`config.mk`:
```
export PLATFORM = sky130hd
export DESIGN_NAME = aux_period_meter
export DESIGN_NICKNAME = d
export VERILOG_FILES = /design/src/rtl/aux_period_meter.sv
export SDC_FILE = /design/constraint.sdc
export NUM_CORES = 1
export LEC_CHECK = 0
export ABC_AREA = 1
export ABC_CLOCK_PERIOD_IN_PS = 1800
export CAP_MARGIN = 20
export CORE_MARGIN = 1.5
export CORE_UTILIZATION = 45
export CTS_CLUSTER_SIZE = 25
export DETAILED_ROUTE_END_ITERATION = 8
export GPL_ROUTABILITY_DRIVEN = 0
export PLACE_DENSITY = 0.67
export SLEW_MARGIN = 0
export SYNTH_ARGS = -nofsm -noshare
export SYNTH_HDL_FRONTEND = slang
export SYNTH_SLANG_ARGS = --single-unit
```
`constraint.sdc`:
```
create_clock -name clk -period 1.8 [get_ports clk]
set_clock_uncertainty 0.05 [all_clocks]
set_input_delay 0.27 -clock clk [delete_from_list [all_inputs] [get_ports clk]]
set_output_delay 0.27 -clock clk [all_outputs]
set_load 0.02 [all_outputs]
```
`src/rtl/aux_period_meter.sv`:
```
// Measures period and high time of an asynchronous periodic input in clk cycles,
// with a per-cycle update strobe and a no-edge timeout flag.
module aux_period_meter #(
  parameter int CntMax = 100_000_000,
  localparam int CntBit = $clog2(CntMax + 1)
) (
  input  logic              clk,
  input  logic              rst_n,
  input  logic              en,
  input  logic              sig_in,
  output logic [CntBit-1:0] period,
  output logic [CntBit-1:0] high_time,
  output logic              valid,
  output logic              timeout
);

  localparam logic [CntBit-1:0] CntZero = {CntBit{1'b0}};
  localparam logic [CntBit-1:0] CntOne  = CntBit'(1);
  localparam logic [CntBit-1:0] CntLast = CntBit'(CntMax - 1);

  typedef enum logic [1:0] {
    IDLE = 2'd0,
    MEAS = 2'd1,
    TOUT = 2'd2
  } state_t;

  state_t            state_r;
  logic              s1_r;
  logic              s2_r;
  logic              s3_r;
  logic [CntBit-1:0] cnt_r;
  logic [CntBit-1:0] hlat_r;

  logic              rise_s;
  logic              fall_s;
  logic              at_max_s;
  logic [CntBit-1:0] cnt_inc_s;

  assign rise_s    = s2_r & ~s3_r;
  assign fall_s    = ~s2_r & s3_r;
  assign at_max_s  = (cnt_r == CntLast);
  assign cnt_inc_s = cnt_r + CntOne;

  // Two-flop synchronizer plus history flop; runs independently of en.
  always_ff @(posedge clk or negedge rst_n) begin
    if (!rst_n) begin
      s1_r <= 1'b0;
      s2_r <= 1'b0;
      s3_r <= 1'b0;
    end else begin
      s1_r <= sig_in;
      s2_r <= s1_r;
      s3_r <= s2_r;
    end
  end

  // Measurement FSM with counter and registered results.
  always_ff @(posedge clk or negedge rst_n) begin
    if (!rst_n) begin
      state_r   <= IDLE;
      cnt_r     <= CntZero;
      hlat_r    <= CntZero;
      period    <= CntZero;
      high_time <= CntZero;
      valid     <= 1'b0;
      timeout   <= 1'b0;
    end else if (!en) begin
      state_r <= IDLE;
      cnt_r   <= CntZero;
      valid   <= 1'b0;
      timeout <= 1'b0;
    end else begin
      valid <= 1'b0;
      case (state_r)
        IDLE: begin
          if (rise_s) begin
            state_r <= MEAS;
            cnt_r   <= CntZero;
          end else if (at_max_s) begin
            state_r <= TOUT;
            timeout <= 1'b1;
          end else begin
            cnt_r <= cnt_inc_s;
          end
        end
        MEAS: begin
          if (fall_s) begin
            hlat_r <= cnt_inc_s;
          end
          // A rise on the last counted cycle still yields a valid period of CntMax.
          if (rise_s) begin
            period    <= cnt_inc_s;
            high_time <= hlat_r;
            valid     <= 1'b1;
            cnt_r     <= CntZero;
          end else if (at_max_s) begin
            state_r <= TOUT;
            timeout <= 1'b1;
          end else begin
            cnt_r <= cnt_inc_s;
          end
        end
        TOUT: begin
          if (rise_s) begin
            state_r <= MEAS;
            cnt_r   <= CntZero;
            timeout <= 1'b0;
          end else begin
            cnt_r <= CntLast;
          end
        end
        default: begin
          state_r <= IDLE;
          cnt_r   <= CntZero;
          timeout <= 1'b0;
        end
      endcase
    end
  end

endmodule

```
; ---- Yosys cells after proc, flatten, opt, wreduce, memory -nomap -nowiden
; Index checks and enable logic that the tools add are counted.
; W data, S select, Z words.
[totals]
regBits = 115
in_bits = 4
wordCells = 48
[classes]
add_sub_neg = 1
n_eq_ne = 8
muxes = 19
bitwise_logic = 4
reduce_logical = 6
[op_table]
columns = operator, count
row1 = $mux W27, 4
row2 = $pmux W27 S2, 1
row3 = $add A27 B1 Y27 const B, 1
row4 = $eq A27 B27 Y1 const B, 1
row5 = $mux W2, 5
row6 = $ne A3 B3 Y1 const B, 3
row7 = $reduce_and A3 Y1, 3
row8 = $mux W1, 7
row9 = $pmux W2 S3, 1
row10 = $ne A4 B4 Y1 const B, 1
row11 = $ne A3 B2 Y1 const B, 1
row12 = $and A1 B1 Y1, 2
row13 = $eq A2 B1 Y1 const B, 1
row14 = $eq A2 B2 Y1 const B, 1
row15 = $logic_not A2 Y1, 1
row16 = $not A1 Y1, 2
row17 = $pmux W1 S2, 1
row18 = $reduce_and A2 Y1, 1
row19 = $reduce_or A2 Y1, 1

; ---- Longest topological paths before layout
[logic_depth]
word_depth = 5
depth_mapped = 11
depth_no_buf = 10

; ---- Worst setup path after synthesis
; No wires, ideal clock.
[synth_path]
kind = reg2reg
start = register cnt_r[0]
end = register cnt_r[13]
arrival_time_ns = 1.531
path_slack_ns = 0.098
stages_incl_launch_ff = 12
period_less_slack_ns = 1.702
cell_sequence = dfrtp_1 ha_1 nand2_1 nor2_2 nand2_1 nor2_1 nand3_1 nand2_1 inv_2 buf_2 nand2_1 nand2_1
[synth_between]
elab_chain_len = 5
word_cells_on_any_way = 7
cone_classes = add/sub (1) / eq/ne (2) / mux (4)
[synth_rtl]
columns = element, line
row1 = from (decl), 31  ; logic [CntBit-1:0] cnt_r;
row2 = from (signal assigned), 61  ; cnt_r <= CntZero;
row3 = from (signal assigned), 69  ; cnt_r <= CntZero;
row4 = from (signal assigned), 78  ; cnt_r <= CntZero;
row5 = $add A27 B1 Y27, 42  ; assign cnt_inc_s = cnt_r + CntOne;
row6 = $mux W27, "79, 96"
row7 = $mux W27, 91  ; if (rise_s) begin
row8 = $pmux W27 S2, 74  ; case (state_r)
row9 = $mux W27, 67  ; end else if (!en) begin
; Parallel ways exist; a longest one is shown, timed or not. The select of a mux whose other input is x is not followed.
; A chain may end at the register's enable or synchronous reset.

; ---- Worst setup path after layout
[layout_path]
start = register period[23]
end = output port period[23]
[layout_rtl]
columns = element, line
row1 = from (decl), 11  ; output logic [CntBit-1:0] period,
row2 = from (signal assigned), 63  ; period <= CntZero;
row3 = from (signal assigned), 92  ; period <= cnt_inc_s;
; No word-level cell between the ends.

==> metrics.md <==
| Metric | Value |
|---|---|
| Crit-path max FO | 2 |
| Distinct cells, synth | 30 |
| Chip width | 110 um |
| Post-route cell area | approximately 6600 sq um |
| FILL cells | 960 |
| Layout cells sized above 1 | 0.119 |
| Placed Cells incl. Taps | 837 |
| Critical path buffers and inverters | 1 |
| Status | finished clean |
| Vias per cell | 5.07 |
| Antenna-violating nets left | 0 |
| WS Path Type | reg -> out |
| Relative slew slack | 0.718 |
| IO Count | 60 |
| Clock root cell | clkbuf_16 |
| Global-route wire length before repair | 20500 um |
| Register area | 2880 sq um |
| Max Slew Vio Count | 0 |
| Post-CTS setup buffers | 0 |
| Hold crit path type | in -> reg |
| Register bit total from synthesis | around 120 |
| Crit path DAT | 1.39 ns |
| Setup Slack @ Placement | between 0.015 and 0.02 ns |
| Fin util | 0.607 |
| H-tree levels | 4 |
| Worst-Margin Slew | 0.422 ns |
| Fmax | between 0.5 and 0.6 GHz |
| Clk slew on worst S/H paths | 0.05 ns |
| Dpl hpwl | 8700 um |
| CP Capture Type | output port |
| Via count | 4415 |
| Leak Pwr | 3.27 nW |
| Clk_lat worst skew | 0.41 ns |
| IO Port Bufs | about 60 |
| Area fraction of the dominant cell type after synthesis | 0.564 |
| Final Setup Violations | 0 |
| Starting Density | 0.467 |
| Dpl cell area | 6020 sq um |
| Area grow syn2layout | 30.0% |
| Pwr dens | 1070 nW/um^2 |
| Pwr Total | 7.13 mW |
| Cell Rows | 38 |
| Drt first pass iters | 5 |
| CP max stage delay | between 0.6 and 0.7 ns |
| Leading area contributor after synthesis | dfrtp_1 |
| Largest net degree at the start of global routing | 61 |
| Total grt overflow | 0 |
| CTS tree | yes |
| Most frequent cell after synthesis | nand2_1 |
| Synthesis Warnings | 0 |
| Count of flip-flops with a built-in enable after synthesis | 0 |
| Final TNS setup | 0 ns |
| Multi-input logic area | 2030 sq um |
| Top cells by count, synth | nand2_1 (269), dfrtp_1 (115), nor2_1 (69) |
| Fin crit share | 0.952 |
| Cell family with most CP delay | buffers and inverters |
| DR DRC count | 0 |
| Seq/Total Area, Yosys | 0.564 |
| WL per Instance | 14.2 um |
| Non-filler instance count after layout | 870 |
| Synthesized area per cell | approximately 8.1 sq um |
| Crit path cell chain | clkdlybuf4s50_1 |
| Clk buf depth | 2 |
| Synth top area cells | dfrtp_1 (56%), nand2_1 (20%), nor2_1 (5.1%) |
| Worst EP required | approximately 1.5 ns |
| Main synth FF type | dfrtp_1 |
| Total GRT Usage | 0.228 |
| Post-synth ARST share | 1.00 |
| Peak VDD IR | 0.586 mV |
| Die height | 110 um |
| Initial DRC count | approximately 400 |
| Diodes inserted | 0 |
| Setup crit start kind | register |
| Net Count, Synth | 636 |
| Initial antenna violation count | 0 |
| CP max stage cell | clkdlybuf4s50_1 |
| Synthesized cell area | 5110 sq um |
| Number of max-cap violations | 0 |
| Fin. Hold Viols | 0 |
| Core ar. | 10900 sq um |
| Routed wire length | between 10000 and 15000 um |
| Die area | 12000 sq um |
| Total CTS buffers | 17 |
| TritonCTS Sinks | 115 |
| NumNets Final | 722 |
| Cells after synthesis | 631 |
| Vias in the first global route | 4114 |
| Final min period | 1.71 ns |
| Worst setup margin | 0.0868 ns |
| Hold Slack | 0.248 ns |
| RSZ-0062 raised after global routing | yes |
==> layout by cell type, fill, tap and decap left out <==
master           netlist  layout
nand2_1              269     265
dfrtp_1              115     115
nor2_1                69      63
clkdlybuf4s50_1        0      58
nand3_1               36      35
inv_1                 31      31
o21ai_0               26      26
buf_4                  0      24
clkbuf_16              0      17
a31oi_1               16      16
nor2_2                 7      11
clkinv_2               1       8
xor2_1                 8       8
inv_2                  6       6
nand2_2                1       5
nor3_1                 4       4
nand4_1                4       4
buf_12                 0       4
xnor2_1                3       3
o21ai_1                3       3
clkbuf_1               5       3
nor2_4                 0       2
nand3b_1               2       2
a21oi_1                2       2
bufinv_16              0       2
nor3_4                 1       1
o21bai_1               1       1
nand3_2                0       1
and2_1                 1       1
nand4_2                1       1
o211ai_1               1       1
nor4_1                 1       1
or2_2                  1       1
ha_2                   0       1
clkinv_4               0       1
clkbuf_8               0       1
clkinvlp_4             0       1
dlygate4sd3_1          0       1
==> layout make-up <==
cell class / instances / share of cell area
Clock buffer: 21 / 0.0679
Clock inverter: 11 / 0.0168
Inverter: 38 / 0.0217
Multi-Input combinational cell: 458 / 0.306
Sequential cell: 115 / 0.434
Tap cell: 140 / 0.0264
Timing Repair Buffer: 87 / 0.128
==> report_power, final <==
part / switching, mW / internal (mW)
registers: 0.140 / 2.84
clock network: 1.13 / 2.05
logic: 0.521 / 0.450
total: 1.79 / 5.34
==> timing repair <==
| action | in CTS | in global routing |
|---|---|---|
| hold buffers | 1 | 0 |
| resized for setup | 0 | 14 |
| hold endpoints to repair | 115 | 0 |
| setup endpoints to repair | 0 | 45 |
==> worst paths after layout <==
| check | start | endpoint | slack [ns] | cells past startpoint |
|---|---|---|---|---|
| max in group asynchronous | rst_n | cnt_r[7] | 1.05 | 3 |
| max reg2reg | cnt_r[8] | hlat_r[12] | 0.10 | 6 |
| max | period[23] | period[23] | 0.09 | 1 |
| min | sig_in | s1_r | 0.25 | 1 |
| min in group asynchronous | rst_n | hlat_r[16] | 0.36 | 3 |
| min reg2reg | s1_r | s2_r | 0.30 | 0 |
==> cells by family after synthesis <==
| logic type | Yosys count | share of synthesized area |
|---|---|---|
| flip-flops | 115 | 0.564 |
| buffers and inverters | 58 | 0.0475 |
| adder cells (fa/ha/maj) | 1 | 0.00245 |
| XOR/XNOR | 11 | 0.0189 |
| AO/OA/AOI/OAI | 49 | 0.0529 |
| AND/OR/NAND/NOR | 397 | 0.315 |
==> state kept, by name, indices dropped and copies added (netlist names) <==
signal,flops
s3_r,1
s2_r,1
hlat_r,27
timeout,1
state_r,2
cnt_r,27
valid,1
high_time,27
s1_r,1
period,27
==> metal layers <==
metal,track usage,up-vias,share of wire
met5,0,-,0
met4,0.118,0,0.028
met3,0.0451,36,0.061
met2,0.331,170,0.44
met1,0.323,2044,0.48
li1,-,2165,-
Note: power is estimated with default switching activity, not from simulation.
